$ cat src/rtl/hazard_ctrl_pkg.sv
`default_nettype none
// ============================================================================
// Module   : hazard_ctrl_pkg
// Purpose  : Shared types and constants for the pipeline hazard control unit.
//            FSM state encoding, mul/div countdown width and the hardwired
//            zero register index.
// Ports    : none (package)
// Revision : 1.0 - initial release
// ============================================================================
package hazard_ctrl_pkg;

  // Pipeline control FSM: normal issue vs. waiting on a multi-cycle mul/div.
  typedef enum logic {
    RUN     = 1'b0,
    MD_WAIT = 1'b1
  } state_t;

  // Width of the mul/div remaining-cycle down counter (covers MD_LATENCY<=16).
  localparam int MD_CNT_W = 4;

  // Register r0 is hardwired to zero and can never carry a dependency.
  localparam logic [4:0] REG_ZERO = 5'd0;

endpackage : hazard_ctrl_pkg
`default_nettype wire

$ cat src/rtl/hazard_ctrl_if.sv
`default_nettype none
// ============================================================================
// Module   : hazard_ctrl_if
// Purpose  : Bundles the decode/EX status lines feeding the hazard unit and
//            the hold/flush controls it returns to the pipeline registers.
// Ports    : none (interface); modports:
//            master - datapath side: drives ID/EX status, receives controls
//            slave  - hazard unit side: receives status, drives controls
//            Status : id_rs[5], id_rt[5], id_uses_rt, ex_mem_read, ex_rt[5],
//                     ex_redirect, md_start
//            Control: pc_hold, if_id_hold, if_id_flush, id_ex_hold,
//                     id_ex_flush, ex_mem_flush, md_done,
//                     stall_cnt[CNT_W], flush_cnt[CNT_W]
// Revision : 1.0 - initial release
// ============================================================================
interface hazard_ctrl_if #(
  parameter int CNT_W = 32
);

  // Decode / execute status
  logic [4:0]       id_rs;
  logic [4:0]       id_rt;
  logic             id_uses_rt;
  logic             ex_mem_read;
  logic [4:0]       ex_rt;
  logic             ex_redirect;
  logic             md_start;

  // Pipeline register controls
  logic             pc_hold;
  logic             if_id_hold;
  logic             if_id_flush;
  logic             id_ex_hold;
  logic             id_ex_flush;
  logic             ex_mem_flush;
  logic             md_done;

  // Performance counters
  logic [CNT_W-1:0] stall_cnt;
  logic [CNT_W-1:0] flush_cnt;

  modport master (
    output id_rs, id_rt, id_uses_rt, ex_mem_read, ex_rt, ex_redirect, md_start,
    input  pc_hold, if_id_hold, if_id_flush, id_ex_hold, id_ex_flush,
           ex_mem_flush, md_done, stall_cnt, flush_cnt
  );

  modport slave (
    input  id_rs, id_rt, id_uses_rt, ex_mem_read, ex_rt, ex_redirect, md_start,
    output pc_hold, if_id_hold, if_id_flush, id_ex_hold, id_ex_flush,
           ex_mem_flush, md_done, stall_cnt, flush_cnt
  );

endinterface : hazard_ctrl_if
`default_nettype wire

$ cat src/rtl/hazard_perf_counter.sv
`default_nettype none
// ============================================================================
// Module   : hazard_perf_counter
// Purpose  : Saturating event counter with synchronous clear. Counts up by
//            one per cycle with i_inc=1 and sticks at all-ones.
// Ports    : clk            in  clock, rising edge
//            i_clr          in  synchronous clear (wins over i_inc)
//            i_inc          in  count enable
//            o_cnt[CNT_W]   out current count
// Revision : 1.0 - initial release
// ============================================================================
module hazard_perf_counter #(
  parameter int CNT_W = 32
) (
  input  wire logic             clk,
  input  wire logic             i_clr,
  input  wire logic             i_inc,
  output logic      [CNT_W-1:0] o_cnt
);

  logic [CNT_W-1:0] r_cnt;

  always_ff @(posedge clk) begin
    if (i_clr) begin
      r_cnt <= '0;
    end else if (i_inc && (r_cnt != {CNT_W{1'b1}})) begin
      r_cnt <= r_cnt + 1'b1;
    end
  end

  assign o_cnt = r_cnt;

endmodule : hazard_perf_counter
`default_nettype wire

$ cat src/rtl/hazard_ctrl_unit.sv
`default_nettype none
// ============================================================================
// Module   : hazard_ctrl_unit
// Purpose  : Generates hold/flush controls for PC, IF/ID, ID/EX and EX/MEM.
//            Handles load-use stalls detected in ID, wrong-path flushes on a
//            taken branch/jump resolved in EX, and front-end stalls while a
//            multi-cycle mul/div occupies EX.
// Ports    : clk          in  clock, rising edge
//            rst_n        in  synchronous active-low reset (outputs forced 0
//                             while low)
//            bus          hazard_ctrl_if.slave (status in, controls out)
// Params   : MD_LATENCY   total stall cycles per mul/div op (2..16)
//            CNT_W        performance counter width
// Config   : HAZ_PERF_CNT_EN - when defined, stall_cnt/flush_cnt are live
//            saturating counters; otherwise both are tied to zero.
// Revision : 1.0 - initial release
// ============================================================================
module hazard_ctrl_unit
  import hazard_ctrl_pkg::*;
#(
  parameter int MD_LATENCY = 4,
  parameter int CNT_W      = 32
) (
  input  wire logic   clk,
  input  wire logic   rst_n,
  hazard_ctrl_if.slave bus
);

  // First cycle of the op is spent in RUN, so MD_WAIT counts MD_LATENCY-1
  // cycles: load MD_LATENCY-2 and finish on the cycle the counter reads 0.
  localparam logic [MD_CNT_W-1:0] C_MD_INIT = MD_CNT_W'(MD_LATENCY - 2);

  state_t              r_state;
  state_t              w_state_nxt;
  logic [MD_CNT_W-1:0] r_md_cnt;
  logic [MD_CNT_W-1:0] w_md_cnt_nxt;

  logic w_load_use;
  logic w_pc_hold;
  logic w_if_id_hold;
  logic w_if_id_flush;
  logic w_id_ex_hold;
  logic w_id_ex_flush;
  logic w_ex_mem_flush;
  logic w_md_done;

  // Load in EX writing a register that the ID instruction reads.
  assign w_load_use = bus.ex_mem_read && (bus.ex_rt != REG_ZERO) &&
                      ((bus.ex_rt == bus.id_rs) ||
                       (bus.id_uses_rt && (bus.ex_rt == bus.id_rt)));

  // --------------------------------------------------------------------------
  // State register
  // --------------------------------------------------------------------------
  always_ff @(posedge clk) begin
    if (!rst_n) begin
      r_state  <= RUN;
      r_md_cnt <= '0;
    end else begin
      r_state  <= w_state_nxt;
      r_md_cnt <= w_md_cnt_nxt;
    end
  end

  // --------------------------------------------------------------------------
  // Next state and control outputs
  // --------------------------------------------------------------------------
  always_comb begin
    w_state_nxt    = r_state;
    w_md_cnt_nxt   = r_md_cnt;
    w_pc_hold      = 1'b0;
    w_if_id_hold   = 1'b0;
    w_if_id_flush  = 1'b0;
    w_id_ex_hold   = 1'b0;
    w_id_ex_flush  = 1'b0;
    w_ex_mem_flush = 1'b0;
    w_md_done      = 1'b0;

    // Under reset every control stays low; the state register reloads RUN.
    if (rst_n) begin
      case (r_state)
        RUN: begin
          if (bus.ex_redirect) begin
            // Kill the two wrong-path instructions behind the branch. No
            // hold, so a simultaneous md_start/load-use is dropped with them.
            w_if_id_flush = 1'b1;
            w_id_ex_flush = 1'b1;
          end else if (bus.md_start) begin
            w_pc_hold      = 1'b1;
            w_if_id_hold   = 1'b1;
            w_id_ex_hold   = 1'b1;
            w_ex_mem_flush = 1'b1;
            w_state_nxt    = MD_WAIT;
            w_md_cnt_nxt   = C_MD_INIT;
          end else if (w_load_use) begin
            // Freeze fetch/decode and inject one bubble into EX.
            w_pc_hold     = 1'b1;
            w_if_id_hold  = 1'b1;
            w_id_ex_flush = 1'b1;
          end
        end

        MD_WAIT: begin
          w_pc_hold      = 1'b1;
          w_if_id_hold   = 1'b1;
          w_id_ex_hold   = 1'b1;
          w_ex_mem_flush = 1'b1;
          if (r_md_cnt == '0) begin
            w_md_done   = 1'b1;
            w_state_nxt = RUN;
          end else begin
            w_md_cnt_nxt = r_md_cnt - 1'b1;
          end
        end

        default: begin
          w_state_nxt = RUN;
        end
      endcase
    end
  end

  assign bus.pc_hold      = w_pc_hold;
  assign bus.if_id_hold   = w_if_id_hold;
  assign bus.if_id_flush  = w_if_id_flush;
  assign bus.id_ex_hold   = w_id_ex_hold;
  assign bus.id_ex_flush  = w_id_ex_flush;
  assign bus.ex_mem_flush = w_ex_mem_flush;
  assign bus.md_done      = w_md_done;

  // --------------------------------------------------------------------------
  // Performance counters
  // --------------------------------------------------------------------------
`ifdef HAZ_PERF_CNT_EN
  logic w_cnt_clr;
  logic w_redirect_evt;

  assign w_cnt_clr      = !rst_n;
  // Only redirects acted upon in RUN count; those masked by MD_WAIT do not.
  assign w_redirect_evt = rst_n && (r_state == RUN) && bus.ex_redirect;

  hazard_perf_counter #(
    .CNT_W (CNT_W)
  ) u_stall_cnt (
    .clk   (clk),
    .i_clr (w_cnt_clr),
    .i_inc (w_pc_hold),
    .o_cnt (bus.stall_cnt)
  );

  hazard_perf_counter #(
    .CNT_W (CNT_W)
  ) u_flush_cnt (
    .clk   (clk),
    .i_clr (w_cnt_clr),
    .i_inc (w_redirect_evt),
    .o_cnt (bus.flush_cnt)
  );
`else
  assign bus.stall_cnt = '0;
  assign bus.flush_cnt = '0;
`endif

endmodule : hazard_ctrl_unit
`default_nettype wire

$ cat src/flat_wrapper.sv
// flat-port wrapper written by rule: the top's interface ports become plain ports
module hazard_ctrl_unit_flat import hazard_ctrl_pkg::*;
#(
  parameter int MD_LATENCY = 4,
  parameter int CNT_W      = 32
)
  (clk, rst_n, bus_id_rs, bus_id_rt, bus_id_uses_rt, bus_ex_mem_read, bus_ex_rt, bus_ex_redirect, bus_md_start, bus_pc_hold, bus_if_id_hold, bus_if_id_flush, bus_id_ex_hold, bus_id_ex_flush, bus_ex_mem_flush, bus_md_done, bus_stall_cnt, bus_flush_cnt);
  hazard_ctrl_if #(.CNT_W(CNT_W)) bus_i ();
  input  wire logic clk;
  input  wire logic rst_n;
  input wire logic [$bits(bus_i.id_rs)-1:0] bus_id_rs;
  input wire logic [$bits(bus_i.id_rt)-1:0] bus_id_rt;
  input wire logic [$bits(bus_i.id_uses_rt)-1:0] bus_id_uses_rt;
  input wire logic [$bits(bus_i.ex_mem_read)-1:0] bus_ex_mem_read;
  input wire logic [$bits(bus_i.ex_rt)-1:0] bus_ex_rt;
  input wire logic [$bits(bus_i.ex_redirect)-1:0] bus_ex_redirect;
  input wire logic [$bits(bus_i.md_start)-1:0] bus_md_start;
  output wire logic [$bits(bus_i.pc_hold)-1:0] bus_pc_hold;
  output wire logic [$bits(bus_i.if_id_hold)-1:0] bus_if_id_hold;
  output wire logic [$bits(bus_i.if_id_flush)-1:0] bus_if_id_flush;
  output wire logic [$bits(bus_i.id_ex_hold)-1:0] bus_id_ex_hold;
  output wire logic [$bits(bus_i.id_ex_flush)-1:0] bus_id_ex_flush;
  output wire logic [$bits(bus_i.ex_mem_flush)-1:0] bus_ex_mem_flush;
  output wire logic [$bits(bus_i.md_done)-1:0] bus_md_done;
  output wire logic [$bits(bus_i.stall_cnt)-1:0] bus_stall_cnt;
  output wire logic [$bits(bus_i.flush_cnt)-1:0] bus_flush_cnt;
  assign bus_i.id_rs = bus_id_rs;
  assign bus_i.id_rt = bus_id_rt;
  assign bus_i.id_uses_rt = bus_id_uses_rt;
  assign bus_i.ex_mem_read = bus_ex_mem_read;
  assign bus_i.ex_rt = bus_ex_rt;
  assign bus_i.ex_redirect = bus_ex_redirect;
  assign bus_i.md_start = bus_md_start;
  assign bus_pc_hold = bus_i.pc_hold;
  assign bus_if_id_hold = bus_i.if_id_hold;
  assign bus_if_id_flush = bus_i.if_id_flush;
  assign bus_id_ex_hold = bus_i.id_ex_hold;
  assign bus_id_ex_flush = bus_i.id_ex_flush;
  assign bus_ex_mem_flush = bus_i.ex_mem_flush;
  assign bus_md_done = bus_i.md_done;
  assign bus_stall_cnt = bus_i.stall_cnt;
  assign bus_flush_cnt = bus_i.flush_cnt;
  hazard_ctrl_unit #(.MD_LATENCY(MD_LATENCY), .CNT_W(CNT_W)) u_core (.clk(clk), .rst_n(rst_n), .bus(bus_i));
endmodule
$ cat config.mk
export PLATFORM = sky130hd
export DESIGN_NAME = hazard_ctrl_unit_flat
export DESIGN_NICKNAME = d
export VERILOG_FILES = /design/src/rtl/hazard_ctrl_pkg.sv /design/src/rtl/hazard_ctrl_if.sv /design/src/rtl/hazard_perf_counter.sv /design/src/rtl/hazard_ctrl_unit.sv /design/src/flat_wrapper.sv
export SDC_FILE = /design/constraint.sdc
export NUM_CORES = 1
export LEC_CHECK = 0
export ABC_AREA = 0
export BUFFER_PORTS_ARGS = -buffer_cell sky130_fd_sc_hd__buf_4
export CELL_PAD_IN_SITES_DETAIL_PLACEMENT = 0
export CELL_PAD_IN_SITES_GLOBAL_PLACEMENT = 1
export CORE_UTILIZATION = 25
export CTS_CLUSTER_SIZE = 12
export DETAILED_ROUTE_END_ITERATION = 16
export GPL_ROUTABILITY_DRIVEN = 0
export GPL_TIMING_DRIVEN = 0
export PLACE_DENSITY = 0.88
export SYNTH_ARGS = -nofsm -noshare
export SYNTH_HDL_FRONTEND = slang
export SYNTH_SLANG_ARGS = --single-unit
$ cat constraint.sdc
create_clock -name clk -period 2.4 [get_ports clk]
set_input_delay 0.48 -clock clk [delete_from_list [all_inputs] [get_ports clk]]
set_output_delay 0.48 -clock clk [all_outputs]
set_load 0.02 [all_outputs]
## Word level (Yosys, flattened, before mapping)

Index checks and enable logic that the tools add are counted.

| storage, ports and cells | value |
|---|---|
| bits in registers | 5 |
| output and inout port bits | 71 |

| cells by class | value |
|---|---|
| $add $sub $neg | 1 |
| eq/ne operators | 5 |
| muxes and demuxes | 25 |
| bitwise logic cells | 1 |
| reductions and logical operators | 7 |

Operators with widths:

| operator | number |
|---|---|
| $mux W1 | 18 |
| $mux W4 | 3 |
| $eq A5 B5 Y1 | 2 |
| $pmux W4 S2 | 1 |
| $ne A2 B2 Y1 const B | 3 |
| $pmux W1 S2 | 3 |
| $reduce_bool A5 Y1 | 1 |
| $logic_not A4 Y1 | 1 |
| $sub A4 B1 Y4 const B | 1 |
| $logic_and A1 B1 Y1 | 3 |
| $reduce_and A3 Y1 | 1 |
| $logic_or A1 B1 Y1 | 1 |
| $not A1 Y1 | 1 |

## Longest topological paths before layout

| depth | value |
|---|---|
| word-level depth | 9 |
| depth in mapped cells | 6 |
| gate-level depth less buffers | 6 |

## Worst setup path after synthesis

Ideal clock, no wire load.

| timing | value |
|---|---|
| kind | input to output |
| start | in bus_ex_rt[3] |
| end | out bus_pc_hold |
| arrival | 1.865 ns |
| data required time | 1.920 ns |
| setup slack | 0.055 ns |
| stages on the path | 5 |
| cells stage by stage | xor2_1 > nor4_2 > a32oi_1 > o41ai_2 > buf_4 |

| between the ends | value |
|---|---|
| longest elaborated chain between the ends | 9 |

RTL lines:

| item | RTL line | source |
|---|---|---|
| from (decl) | flat_wrapper.sv:15 | `input wire logic [$bits(bus_i.ex_rt)-1:0] bus_ex_rt;` |
| $eq A5 B5 Y1 | hazard_ctrl_unit.sv:50 | `(bus.id_uses_rt && (bus.ex_rt == bus.id_rt)));` |
| $logic_and A1 B1 Y1 | hazard_ctrl_unit.sv:50 |  |
| $logic_or A1 B1 Y1 | hazard_ctrl_unit.sv:49 | `((bus.ex_rt == bus.id_rs) \|\|` |
| $logic_and A1 B1 Y1 (*) | hazard_ctrl_unit.sv:48 | `assign w_load_use = bus.ex_mem_read && (bus.ex_rt != REG_ZERO) &&` |
| $mux W1 (*) (3 in series) | n/a |  |
| $pmux W1 S2 (*) | n/a |  |
| $mux W1 (*) | n/a |  |
| to (decl) | flat_wrapper.sv:18 | `output wire logic [$bits(bus_i.pc_hold)-1:0] bus_pc_hold;` |

Every way passes the cells marked *; elsewhere a longest branch is shown, timed or not.

## Final worst setup path

| timing | value |
|---|---|
| start | in bus_ex_rt[3] |
| end | out bus_pc_hold |

| between the ends | value |
|---|---|
| longest elaborated chain between the ends | 9 |

RTL lines:

| item | RTL line | source |
|---|---|---|
| $eq A5 B5 Y1 | hazard_ctrl_unit.sv:50 |  |
| $logic_and A1 B1 Y1 | hazard_ctrl_unit.sv:50 |  |
| $logic_or A1 B1 Y1 | hazard_ctrl_unit.sv:49 |  |
| $logic_and A1 B1 Y1 (*) | hazard_ctrl_unit.sv:48 |  |
| $mux W1 (*) | hazard_ctrl_unit.sv:95 | `end else if (w_load_use) begin` |
| $mux W1 (*) | hazard_ctrl_unit.sv:88 | `end else if (bus.md_start) begin` |
| $mux W1 (*) | hazard_ctrl_unit.sv:83 | `if (bus.ex_redirect) begin` |
| $pmux W1 S2 (*) | hazard_ctrl_unit.sv:81 | `case (r_state)` |
| $mux W1 (*) | hazard_ctrl_unit.sv:80 | `if (rst_n) begin` |

Marks and branches as above.

==> metrics <==
Synth area leaders buf_4, dfxtp_1, xor2_1; RSZ-0062 raised after global routing yes; Critical Path AT 1850 ps; Num CTS Buffers 3; cell accounting for the most synthesized area buf_4; clock skew 0.4580 ps; Via density 3.167; Min-Delay Endpoint u_core.r_state; WL final 1701 um; Via Count 836; final setup fails 0; XOR/XNOR Fraction of Synth Area 0.09235; Die W 63.59 um; Yosys warning total 0; Die Ht 63.59 um; DIE AREA 0.004044 mm^2; RR Startpoint u_core.r_md_cnt[0]; Synth Area in Compound Gates 0.09235; CTS tree built; drt drc 2; Seq cells post-synth 5; hpwl dp 1582 um; total design power 521.5 uW; R2R cell count 6; crit-path max FO 3; first-pass GRT wire length 2608 um; Distinct cells, synth 29; Simple-Gate Fraction of Synth Area 0.1148; Layout fillers 396; type of destination of the critical path output pin; Post-Syn Area 948.4 um^2; min cycle time layout 2330 ps; core area 0.003661 mm^2; syn avg cell area 7.774 um^2; largest vdd supply drop 0.0001270 V; WHS 498.2 ps; Critical R2R Capture u_core.r_md_cnt[0]; largest net degree at the start of global routing 10; Clock transition at path regs 40 ps; Crit Path Category primary input to output pin; cts repair resizes 0; port bufs 27; Post-CTS Setup Bufs 0; PD cells 349.4 mW/mm^2; area fraction of the dominant cell type after synthesis 0.5224; # nets final 239; largest family of logic cells by synthesized area buffers and inverters; first-pass iteration count of the detailed router 10; Max Transition Viols Final 0; Req. time, crit path 1920 ps; grt ovf 0; starting density of the core 0.2591; post-synthesis sequential area ratio 0.1055; leakage power 0.0008981 uW; num rows 22; Async S/R FF share, synth 0; Max-Cap Viols 0; status finished, violations left; post-synthesis mux area share 0.02243; Synth top cells by count buf_4, xor2_1, inv_1; maximum clock frequency 429.2 MHz; IO Pins 92; Root Buffer Master clkbuf_8; wire per inst 6.443 um; Synth Instances 122; crit start category primary input; Detailed Route Iter0 Violations 33; Final Hold Vio Count 0; r2r setup slk 1040 ps; Hold Path Class primary input to flop; Post-synth EDFFs 0; n_diodes 0; synth-to-layout area growth 57.39%; Tcrit/Tclk final 0.9707; most common cell in the synthesized netlist buf_4; failing checks design-rule violations; Hold Path Stages 2; Sink Count 5; vias in the first global route 659; H-Tree Depth 1; All-Layer GR Usage 0.07715; min-delay src rst_n; antenna-violating nets left 0; Synth Area in Adders 0.01319; worst skew pair latency 220 ps; Clock Tree Buf Depth 2; Top FF cell, synth dfxtp_1; layout cells sized above 1 0.4722; cts hold-fix bufs 0; initial antenna violation count 0
==> cell usage in the layout (no fill, tap or decap), types with 2 or more instances in the layout <==
cell type | Yosys | routed
xor2_1 | 9 | 9
buf_4 | 66 | 93
inv_1 | 7 | 7
or4_1 | 2 | 2
nand2_1 | 2 | 2
dfxtp_1 | 5 | 5
a21oi_1 | 2 | 2
nor2_1 | 3 | 3
clkbuf_8 | 0 | 3
nor3_1 | 3 | 3
o21ai_0 | 2 | 2
nand2b_1 | 3 | 3
conb_1 | 1 | 64
==> critical path, stage by stage <==
cell     delay (ps)
buf_4           120
xor2_1          160
nor4_2          270
a32oi_1         170
o41ai_2         350
buf_4           170
buf_4           130
==> worst max path at each step <==
stage                       from     endpoint  slack [ps]  cells past startpoint
floorplan           bus_ex_rt[3]  bus_pc_hold          60                      5
global placement    bus_ex_rt[3]  bus_pc_hold          60                      7
detailed placement  bus_ex_rt[3]  bus_pc_hold          60                      7
CTS                 bus_ex_rt[3]  bus_pc_hold          50                      7
global route        bus_ex_rt[3]  bus_pc_hold         -50                      7
finish              bus_ex_rt[3]  bus_pc_hold          70                      7
==> stage by stage <==
step           utilization  TNS [ps]  cell area [um^2]  setup slack, ps  cells
3_3_place_gp        0.3954         0              1448            59.43    260
3_5_place_dp        0.3954         0              1448            58.93    260
6_report            0.4077         0              1493            70.31    264
2_1_floorplan            -         0              1185            55.11    185
4_1_cts             0.4077         0              1493            48.24    264
5_1_grt             0.4077    -45.82              1493           -45.82    264
==> final cells by class <==
| type | count | area (um^2) | share of cell area |
|---|---|---|---|
| multi-input cells | 106 | 558.0 | 0.3738 |
| plain buffers | 67 | 500.5 | 0.3353 |
| well taps | 48 | 60.06 | 0.04023 |
| flip-flops and latches | 5 | 100.1 | 0.06706 |
| inverters | 7 | 26.28 | 0.01760 |
| repair buffers | 27 | 202.7 | 0.1358 |
| clock buffers | 4 | 45.04 | 0.03018 |
==> where the power goes <==
group	internal (uW)	switching (uW)	total [uW]
Sequential	87.1	2.48	89.6
Clock	114	41.5	156
Combinational	125	151	276
==> layer usage <==
metal  routed length, um  vias up  part of all wire  track usage
met2                 901       51              0.53       0.1503
met3                 187        0              0.11      0.01268
li1                    -      455                 -            -
met4                   0        0                 0      0.01705
met1                 612      330              0.36      0.08504
met5                   0        -                 0            0
==> cell families (layout without fill, tap and decap cells) <==
group           after synthesis  count (layout)
compound gates               11              11
xor+xnor                     10              10
fa+ha+maj                     1               1
buf+inv                      74             105
flops                         5               5
mux                           2               2
other cells                   1              64
simple gates                 18              18
==> flip-flops by register name, summed over array words and instances, names as in the netlist <==
name / count
u_core.r_md_cnt: 4
u_core.r_state: 1
(Power assumes the default switching activity.)
